==> src/rtl/alu_op_issuer.sv <==
// Command-side sequencer for the ArithmeticLogicUnit: issues one op at a time, waits for
// the matching completion flag (or times out) and returns the captured result with a status.
module alu_op_issuer #(
  parameter int unsigned TIMEOUT = 64
) (
  input  logic        clk,
  input  logic        rst_n,
  input  logic        cmd_valid,
  output logic        cmd_ready,
  input  logic [4:0]  cmd_op,
  input  logic [31:0] cmd_x,
  input  logic [31:0] cmd_y,
  output logic [4:0]  alu_op,
  output logic [31:0] alu_x,
  output logic [31:0] alu_y,
  input  logic [3:0]  alu_suff,
  input  logic [66:0] alu_result,
  input  logic [32:0] alu_remainder,
  output logic        rsp_valid,
  input  logic        rsp_ready,
  output logic [66:0] rsp_result,
  output logic [32:0] rsp_remainder,
  output logic [1:0]  rsp_status
);

  localparam int unsigned CW = $clog2(TIMEOUT + 1);

  localparam logic [1:0] ST_OK      = 2'b00;
  localparam logic [1:0] ST_ILLEGAL = 2'b01;
  localparam logic [1:0] ST_TIMEOUT = 2'b10;
  localparam logic [1:0] ST_DIVZERO = 2'b11;

  // S_REJECT holds rejected commands one cycle so their response lands one cycle after accept
  typedef enum logic [2:0] {S_IDLE, S_ISSUE, S_WAIT, S_REJECT, S_RESP} state_t;

  state_t        state_q, state_d;
  logic [4:0]    op_q, op_d;
  logic [31:0]   x_q, x_d, y_q, y_d;
  logic [CW-1:0] cnt_q, cnt_d;
  logic [66:0]   res_q, res_d;
  logic [32:0]   rem_q, rem_d;
  logic [1:0]    status_q, status_d;
  logic [1:0]    cls;
  logic          cmd_legal;

  always_comb begin
    case (op_q)
      5'd1, 5'd2: cls = 2'd0;
      5'd3:       cls = 2'd1;
      5'd4:       cls = 2'd2;
      default:    cls = 2'd3;
    endcase
  end

  assign cmd_legal = (cmd_op >= 5'd1) && (cmd_op <= 5'd9);

  always_ff @(posedge clk or negedge rst_n) begin
    if (!rst_n) state_q <= S_IDLE;
    else        state_q <= state_d;
  end

  always_ff @(posedge clk or negedge rst_n) begin
    if (!rst_n) begin
      op_q     <= '0;
      x_q      <= '0;
      y_q      <= '0;
      cnt_q    <= '0;
      res_q    <= '0;
      rem_q    <= '0;
      status_q <= ST_OK;
    end else begin
      op_q     <= op_d;
      x_q      <= x_d;
      y_q      <= y_d;
      cnt_q    <= cnt_d;
      res_q    <= res_d;
      rem_q    <= rem_d;
      status_q <= status_d;
    end
  end

  always_comb begin
    state_d  = state_q;
    op_d     = op_q;
    x_d      = x_q;
    y_d      = y_q;
    cnt_d    = cnt_q;
    res_d    = res_q;
    rem_d    = rem_q;
    status_d = status_q;
    case (state_q)
      S_IDLE: begin
        if (cmd_valid) begin
          op_d  = cmd_op;
          x_d   = cmd_x;
          y_d   = cmd_y;
          res_d = '0;
          rem_d = '0;
          if (!cmd_legal) begin
            status_d = ST_ILLEGAL;
            state_d  = S_REJECT;
          end else if (cmd_op == 5'd4 && cmd_y == '0) begin
            status_d = ST_DIVZERO;
            state_d  = S_REJECT;
          end else begin
            status_d = ST_OK;
            state_d  = S_ISSUE;
          end
        end
      end
      S_ISSUE: begin
        cnt_d   = '0;
        state_d = S_WAIT;
      end
      S_WAIT: begin
        if (alu_suff[cls]) begin
          res_d    = alu_result;
          rem_d    = (op_q == 5'd4) ? alu_remainder : '0;
          status_d = ST_OK;
          state_d  = S_RESP;
        end else if (cnt_q == CW'(TIMEOUT - 1)) begin
          cnt_d    = CW'(TIMEOUT);
          res_d    = '0;
          rem_d    = '0;
          status_d = ST_TIMEOUT;
          state_d  = S_RESP;
        end else begin
          cnt_d = cnt_q + CW'(1);
        end
      end
      S_REJECT: state_d = S_RESP;
      S_RESP: begin
        if (rsp_ready) state_d = S_IDLE;
      end
      default: state_d = S_IDLE;
    endcase
  end

  always_comb begin
    cmd_ready = (state_q == S_IDLE);
    rsp_valid = (state_q == S_RESP);
    alu_op    = (state_q == S_ISSUE || state_q == S_WAIT) ? op_q : '0;
  end

  assign alu_x         = x_q;
  assign alu_y         = y_q;
  assign rsp_result    = res_q;
  assign rsp_remainder = rem_q;
  assign rsp_status    = status_q;

endmodule

==> config.mk <==
export PLATFORM = sky130hd
export DESIGN_NAME = alu_op_issuer
export DESIGN_NICKNAME = d
export VERILOG_FILES = /design/src/rtl/alu_op_issuer.sv
export SDC_FILE = /design/constraint.sdc
export NUM_CORES = 1
export LEC_CHECK = 0
export ABC_CLOCK_PERIOD_IN_PS = 2000
export BUFFER_PORTS_ARGS = -buffer_cell sky130_fd_sc_hd__buf_2
export CAP_MARGIN = 20
export CORE_AREA = 2 2 134 136
export DETAILED_ROUTE_END_ITERATION = 8
export DIE_AREA = 0 0 136 138
export GPL_ROUTABILITY_DRIVEN = 0
export PLACE_DENSITY_LB_ADDON = 0.25
export SETUP_SLACK_MARGIN = 0.1
export SYNTH_ARGS = -nofsm -noshare
export SYNTH_HDL_FRONTEND = slang
export SYNTH_SLANG_ARGS = --single-unit
==> constraint.sdc <==
create_clock -name clk -period 2 [get_ports clk]
set_clock_uncertainty 0.05 [all_clocks]
set_input_delay 0.1 -clock clk [delete_from_list [all_inputs] [get_ports clk]]
set_output_delay 0.1 -clock clk [all_outputs]
set_load 0.01 [all_outputs]
Yosys cells after proc, flatten, opt, wreduce, memory -nomap -nowiden
Cells that the tools add are included.
{ "op_classes": {"add_sub_neg": 1, "n_lt_le_gt_ge": 3, "n_eq_ne": 14, "n_mux": 29, "n_reduce_logical": 12} }
{ "op_table": {"columns": ["cell", "count"], "rows": [
  ["67-bit 2-to-1 mux", 3],
  ["67-bit one-hot mux with 2 select lines", 1],
  ["33-bit 2-to-1 mux", 4],
  ["33-bit one-hot mux with 2 select lines", 1],
  ["32-bit zero test", 1],
  ["3-bit one-hot mux with 5 select lines", 1],
  ["2-bit 2-to-1 mux", 7],
  ["7-bit 2-to-1 mux", 2],
  ["7-bit one-hot mux with 2 select lines", 1],
  ["3-bit 2-to-1 mux", 4],
  ["5-bit by 2-bit equality test with 1-bit output, second input constant", 2],
  ["5-bit by 3-bit equality test with 1-bit output, second input constant", 2],
  ["7-bit by 1-bit adder with 7-bit output, second input constant", 1],
  ["7-bit by 6-bit equality test with 1-bit output, second input constant", 1],
  ["3-bit by 2-bit equality test with 1-bit output, second input constant", 2],
  ["2-bit one-hot mux with 3 select lines", 1],
  ["3-bit AND reduction", 2],
  ["5-bit by 1-bit equality test with 1-bit output, second input constant", 1],
  ["5-bit by 1-bit >= comparator with 1-bit output, second input constant", 1],
  ["5-bit by 4-bit <= comparator with 1-bit output, second input constant", 1],
  ["5-bit 2-to-1 mux", 1],
  ["2-bit inequality test, second input constant", 2],
  ["2-bit one-hot mux with 2 select lines", 1],
  ["2-bit AND reduction", 2],
  ["12 further kinds", 14]
]} }
{ "word_totals": {"reg_bits": 181, "output_inout_bits": 173} }

Longest topological paths before layout
{ "logic_depth": {"depth_word": 7, "ltp_mapped": 8} }

Worst setup path after synthesis
OpenSTA, ideal clock, no wires.
{ "synth_timing": {"path_type": "reg-to-reg", "start": "register state_q[1]", "end": "register x_q[0], in the netlist alu_x[0]", "setup_time_ns": 0.125, "arrival_ns": 1.891, "t_required_ns": 1.825, "slack_ns": -0.066, "path_stages_with_launch": 7, "n_path_buf": 3, "path_cell_list": "dfrtp_1 clkbuf_1 nor3_1 and2_1 clkbuf_1 buf_2 mux2_2"} }
{ "synth_between": {"elab_chain_len": 2} }
{ "synth_lines": {"columns": ["element", "line", "rtl"], "rows": [
  ["start: declaration", "36", "state_t state_q, state_d;"],
  ["start signal: assignment", "59", "else state_q <= state_d;"],
  ["3-bit zero test", null, null],
  ["named net cmd_ready", "9", "output logic cmd_ready,"],
  ["2-bit AND reduction (no line)", null, null],
  ["end signal: assignment", "65", "x_q <= '0;"],
  ["end signal: assignment", "73", "x_q <= x_d;"],
  ["end: declaration", "38", "logic [31:0] x_q, x_d, y_q, y_d;"]
]} }
The timed path passes the listed nets, and every way through them passes these cells.
A chain may end at the register's enable or synchronous reset.

Final worst setup path
{ "layout_timing": {"start": "register op_q[4]", "end": "register rem_q[22], in the netlist rsp_remainder[22]"} }
{ "layout_between": {"elab_chain_len": 7} }
{ "layout_lines": {"columns": ["element", "line", "rtl"], "rows": [
  ["start: declaration", "37", "logic [4:0] op_q, op_d;"],
  ["start signal: assignment", "72", "op_q <= op_d;"],
  ["5-bit by 1-bit equality test with 1-bit output or 5-bit by 2-bit equality test with 1-bit output (tied branches)", "47", "case (op_q)"],
  ["2-bit OR reduction", "47", null],
  ["2-bit one-hot mux with 3 select lines", "47", null],
  ["1-bit binary-select mux with 2-bit select", "116", "if (alu_suff[cls]) begin"],
  ["1-bit 2-to-1 mux (not written as such)", "116", null],
  ["3-bit inequality test (no line) or 33-bit 2-to-1 mux (tied branches)", null, null],
  ["3-bit AND reduction (no line) or 33-bit one-hot mux with 2 select lines (tied branches)", null, null],
  ["end signal: assignment", "77", "rem_q <= rem_d;"],
  ["end: declaration", "41", "logic [32:0] rem_q, rem_d;"]
]} }
Parallel ways exist; a longest one is shown, timed or not. The select of a mux whose other input is x is not followed.

==> results by group <==
Floorplan
  • Die height: 138 µm
  • Ports: 350
  • Width of the die: approximately 140 µm
  • Starting density of the core: 0.398
  • Die ar.: roughly 19000 µm²
  • CORE AREA: approximately 18000 µm²
  • Core Rows: 49

STA
  • Ratio of final minimum period to clock period: 1.05
  • RSZ-0062 raised after global routing: true
  • Slew Limit Fails: 0
  • Endpoints failing hold: 0
  • Relative slew slack: 0.639
  • Tmin final: about 2.1 ns
  • PnR worst setup slack: -0.0930 ns
  • Final hold slack: approximately 0.15 ns
  • FMAX: 0.478 GHz
  • Endpoints failing setup: 102
  • Worst-Margin Slew: ~0.54 ns

Global routing
  • Initial antenna violation count: 0
  • Gr busiest metal: met2
  • GR met2 Demand/Resource: 0.415
  • First-pass GRT wire length: about 37000 µm
  • Met1 usage: 0.308
  • Vias in the first global route: 6819
  • GRT Total Usage: 0.252
  • GRT overflow: 0
  • M3 GR Usage: 0.0744
  • Largest net degree at the start of global routing: 68

Yosys
  • Net count after synthesis: roughly 660
  • Synth top area share: 0.649
  • Seq cells post-synth: 181
  • Mapped Cells: between 400 and 500
  • Post-synthesis sequential area ratio: 0.649
  • Mean Syn Cell Area: between 10 and 15 µm²
  • Yosys Warn Count: 0
  • EDFF count, synth: 0
  • Synth unique cells: 45
  • Area contributors post-synth: dfrtp_1 65%, a22o_1 13%, mux2_2 11%
  • Synth Cell Area: 6980 µm²
  • Post-synth top flop: dfrtp_1
  • Fraction of registers with async set/reset: 1.00
  • Dominant cell type by area after synthesis: dfrtp_1

Routing
  • Vias: about 6400
  • Final wirelength: 24200 µm
  • DRT Pass-1 Iters: 4
  • # DRC: 0
  • Final antenna-violating net count: 0
  • Routed vias/inst: 5.04
  • Routed wire per std cell: roughly 19 µm
  • Number of DRC markers after the initial detailed-route iteration: 302

Outcome
  • Failing checks: setup timing
  • Outcome: finished, violations left

Placed design
  • Placed Cells: about 1100
  • Post-DP Area: 9230 µm²
  • Buffers on Ports: approximately 350
  • Detailed placement HPWL: around 15000 µm

Critical path
  • Critical path class: flop to flop
  • Critical path capture point type: flop
  • Maximum fanout along the worst path: 17
  • WP data arrival: 2.35 ns
  • Startpoint types: flop
  • Req. time, crit path: approximately 2.3 ns

Clock tree
  • CTS tree: yes
  • Worst skew pair latency: ~0.42 ns
  • Clk slew on worst S/H paths: 0.08 ns
  • Root Buffer: clkbuf_16
  • Max clock buf depth: 2
  • TritonCTS Buffers: 17
  • Clock Sinks: between 150 and 200
  • Htree depth: 4

Finish
  • Share of cells above drive strength 1: 0.496
  • Final Util: 0.672
  • # diodes: 0
  • Nets: between 1000 and 1500
  • Area growth syn-to-layout: 68.6%
  • Finished layout cell area: 11800 µm²
  • Non-Filler Instances: between 1000 and 1500

Power
  • PD cells: around 1400 nW/µm²
  • Worst VDD drop: ~0.00081 V
  • Leak: approximately 0.006 µW

Min path
  • Hold Path Class: primary input to async pin

Flow run
  • Max Cap Viol: 0
-- what timing repair did --
action	in CTS	in global routing
setup buffers	6	3
gates cloned	0	2
endpoints found under the hold margin	296	0
gates resized for setup	13	15
pin swaps	11	7
hold buffers	172	0
endpoints found under the setup margin	106	115
-- Yosys cell counts, types with 3 or more instances --
library cell,instances
a22o_1,101
and2_1,7
and3_1,6
buf_2,12
buf_4,11
buf_6,3
clkbuf_1,7
dfrtp_1,181
inv_1,5
mux2_2,68
nand2_1,11
nand3_1,7
nand4_1,3
nor2_1,9
nor3_1,6
nor4_1,9
o21ai_0,3
o21ai_1,3
or2_1,3
-- area by class of cell --
| cell class | instances | area (µm²) |
|---|---|---|
| Clock inverter | 13 | 159 |
| Sequential cell | 181 | 4530 |
| Timing Repair Buffer | 566 | 3980 |
| Multi-Input combinational cell | 262 | 2360 |
| Inverter | 5 | 18.8 |
| Fill cell | 1246 | 5760 |
| Clock buffer | 19 | 443 |
| Tap cell | 229 | 287 |
-- report_power, final --
part | internal [µW] | switching, µW
Combinational | 3440 | 3360
Sequential | 5050 | 814
Clock | 1820 | 1580
Total | 10300 | 5760
-- state kept, by name (all words and copies together) (netlist names) --
| name | flops |
|---|---|
| op_q | 5 |
| alu_y | 32 |
| rsp_remainder | 33 |
| rsp_result | 67 |
| alu_x | 32 |
| cnt_q | 7 |
| state_q | 3 |
| rsp_status | 2 |
-- worst paths after layout --
kind / depth (start not counted) / slack, ns / start / endpoint
max in group asynchronous: 3 / 1.08 / rst_n / alu_y[13]
min reg2reg: 1 / 0.45 / rsp_result[19] / rsp_result[19]
max: 9 / -0.09 / op_q[4] / rsp_remainder[22]
max reg2reg: 9 / -0.09 / op_q[4] / rsp_remainder[22]
min in group clk: 5 / 0.19 / alu_suff[0] / cnt_q[6]
min: 2 / 0.15 / rst_n / alu_x[6]
-- cell usage in the layout (no fill, tap or decap), types with 7 or more instances in the layout --
cell / instances
mux2_2: 68
buf_4: 28
buf_6: 7
nand2_1: 11
dlygate4sd3_1: 172
buf_2: 348
a22o_1: 101
clkbuf_16: 18
dfrtp_1: 180
nor4_1: 8
buf_12: 10
-- metrics by stage --
| step | setup TNS (ns) | total power [µW] | setup slack, ns |
|---|---|---|---|
| 4_1_cts | -1.96 | 15800 | -0.0497 |
| 3_5_place_dp | -12.24 | 12000 | -0.185 |
| 5_1_grt | -16.94 | 16900 | -0.221 |
| 2_1_floorplan | 0 | 9260 | 0.0491 |
| 6_report | -4.39 | 16100 | -0.0930 |
| 3_3_place_gp | -6.35 | 11900 | -0.0848 |
-- critical path, cell delays in order (launching register included) --
cell,delay [ns]
dfrtp_1,0.42
nor4_4,0.31
buf_4,0.17
nor2_2,0.04
a211oi_4,0.22
buf_6,0.15
nor3_4,0.04
and3_4,0.19
buf_12,0.16
a22o_1,0.21
-- cell families after synthesis --
family,after synthesis,synth area share
buffers and inverters,38,0.0317
xor gates and xnor gates,2,0.00251
and+or+nand+nor,67,0.0527
DFF,181,0.649
muxes,68,0.110
adders and majority gates,1,0.00179
AOI/OAI and AO/OA,124,0.153
-- metal layers --
layer / routed length (µm) / vias to the layer above
li1: - / 2918
met1: 9580 / 3140
met2: 11600 / 309
met3: 2020 / 60
met4: 965 / 0
met5: 0 / -
Note: power is estimated with default switching activity, not from simulation.
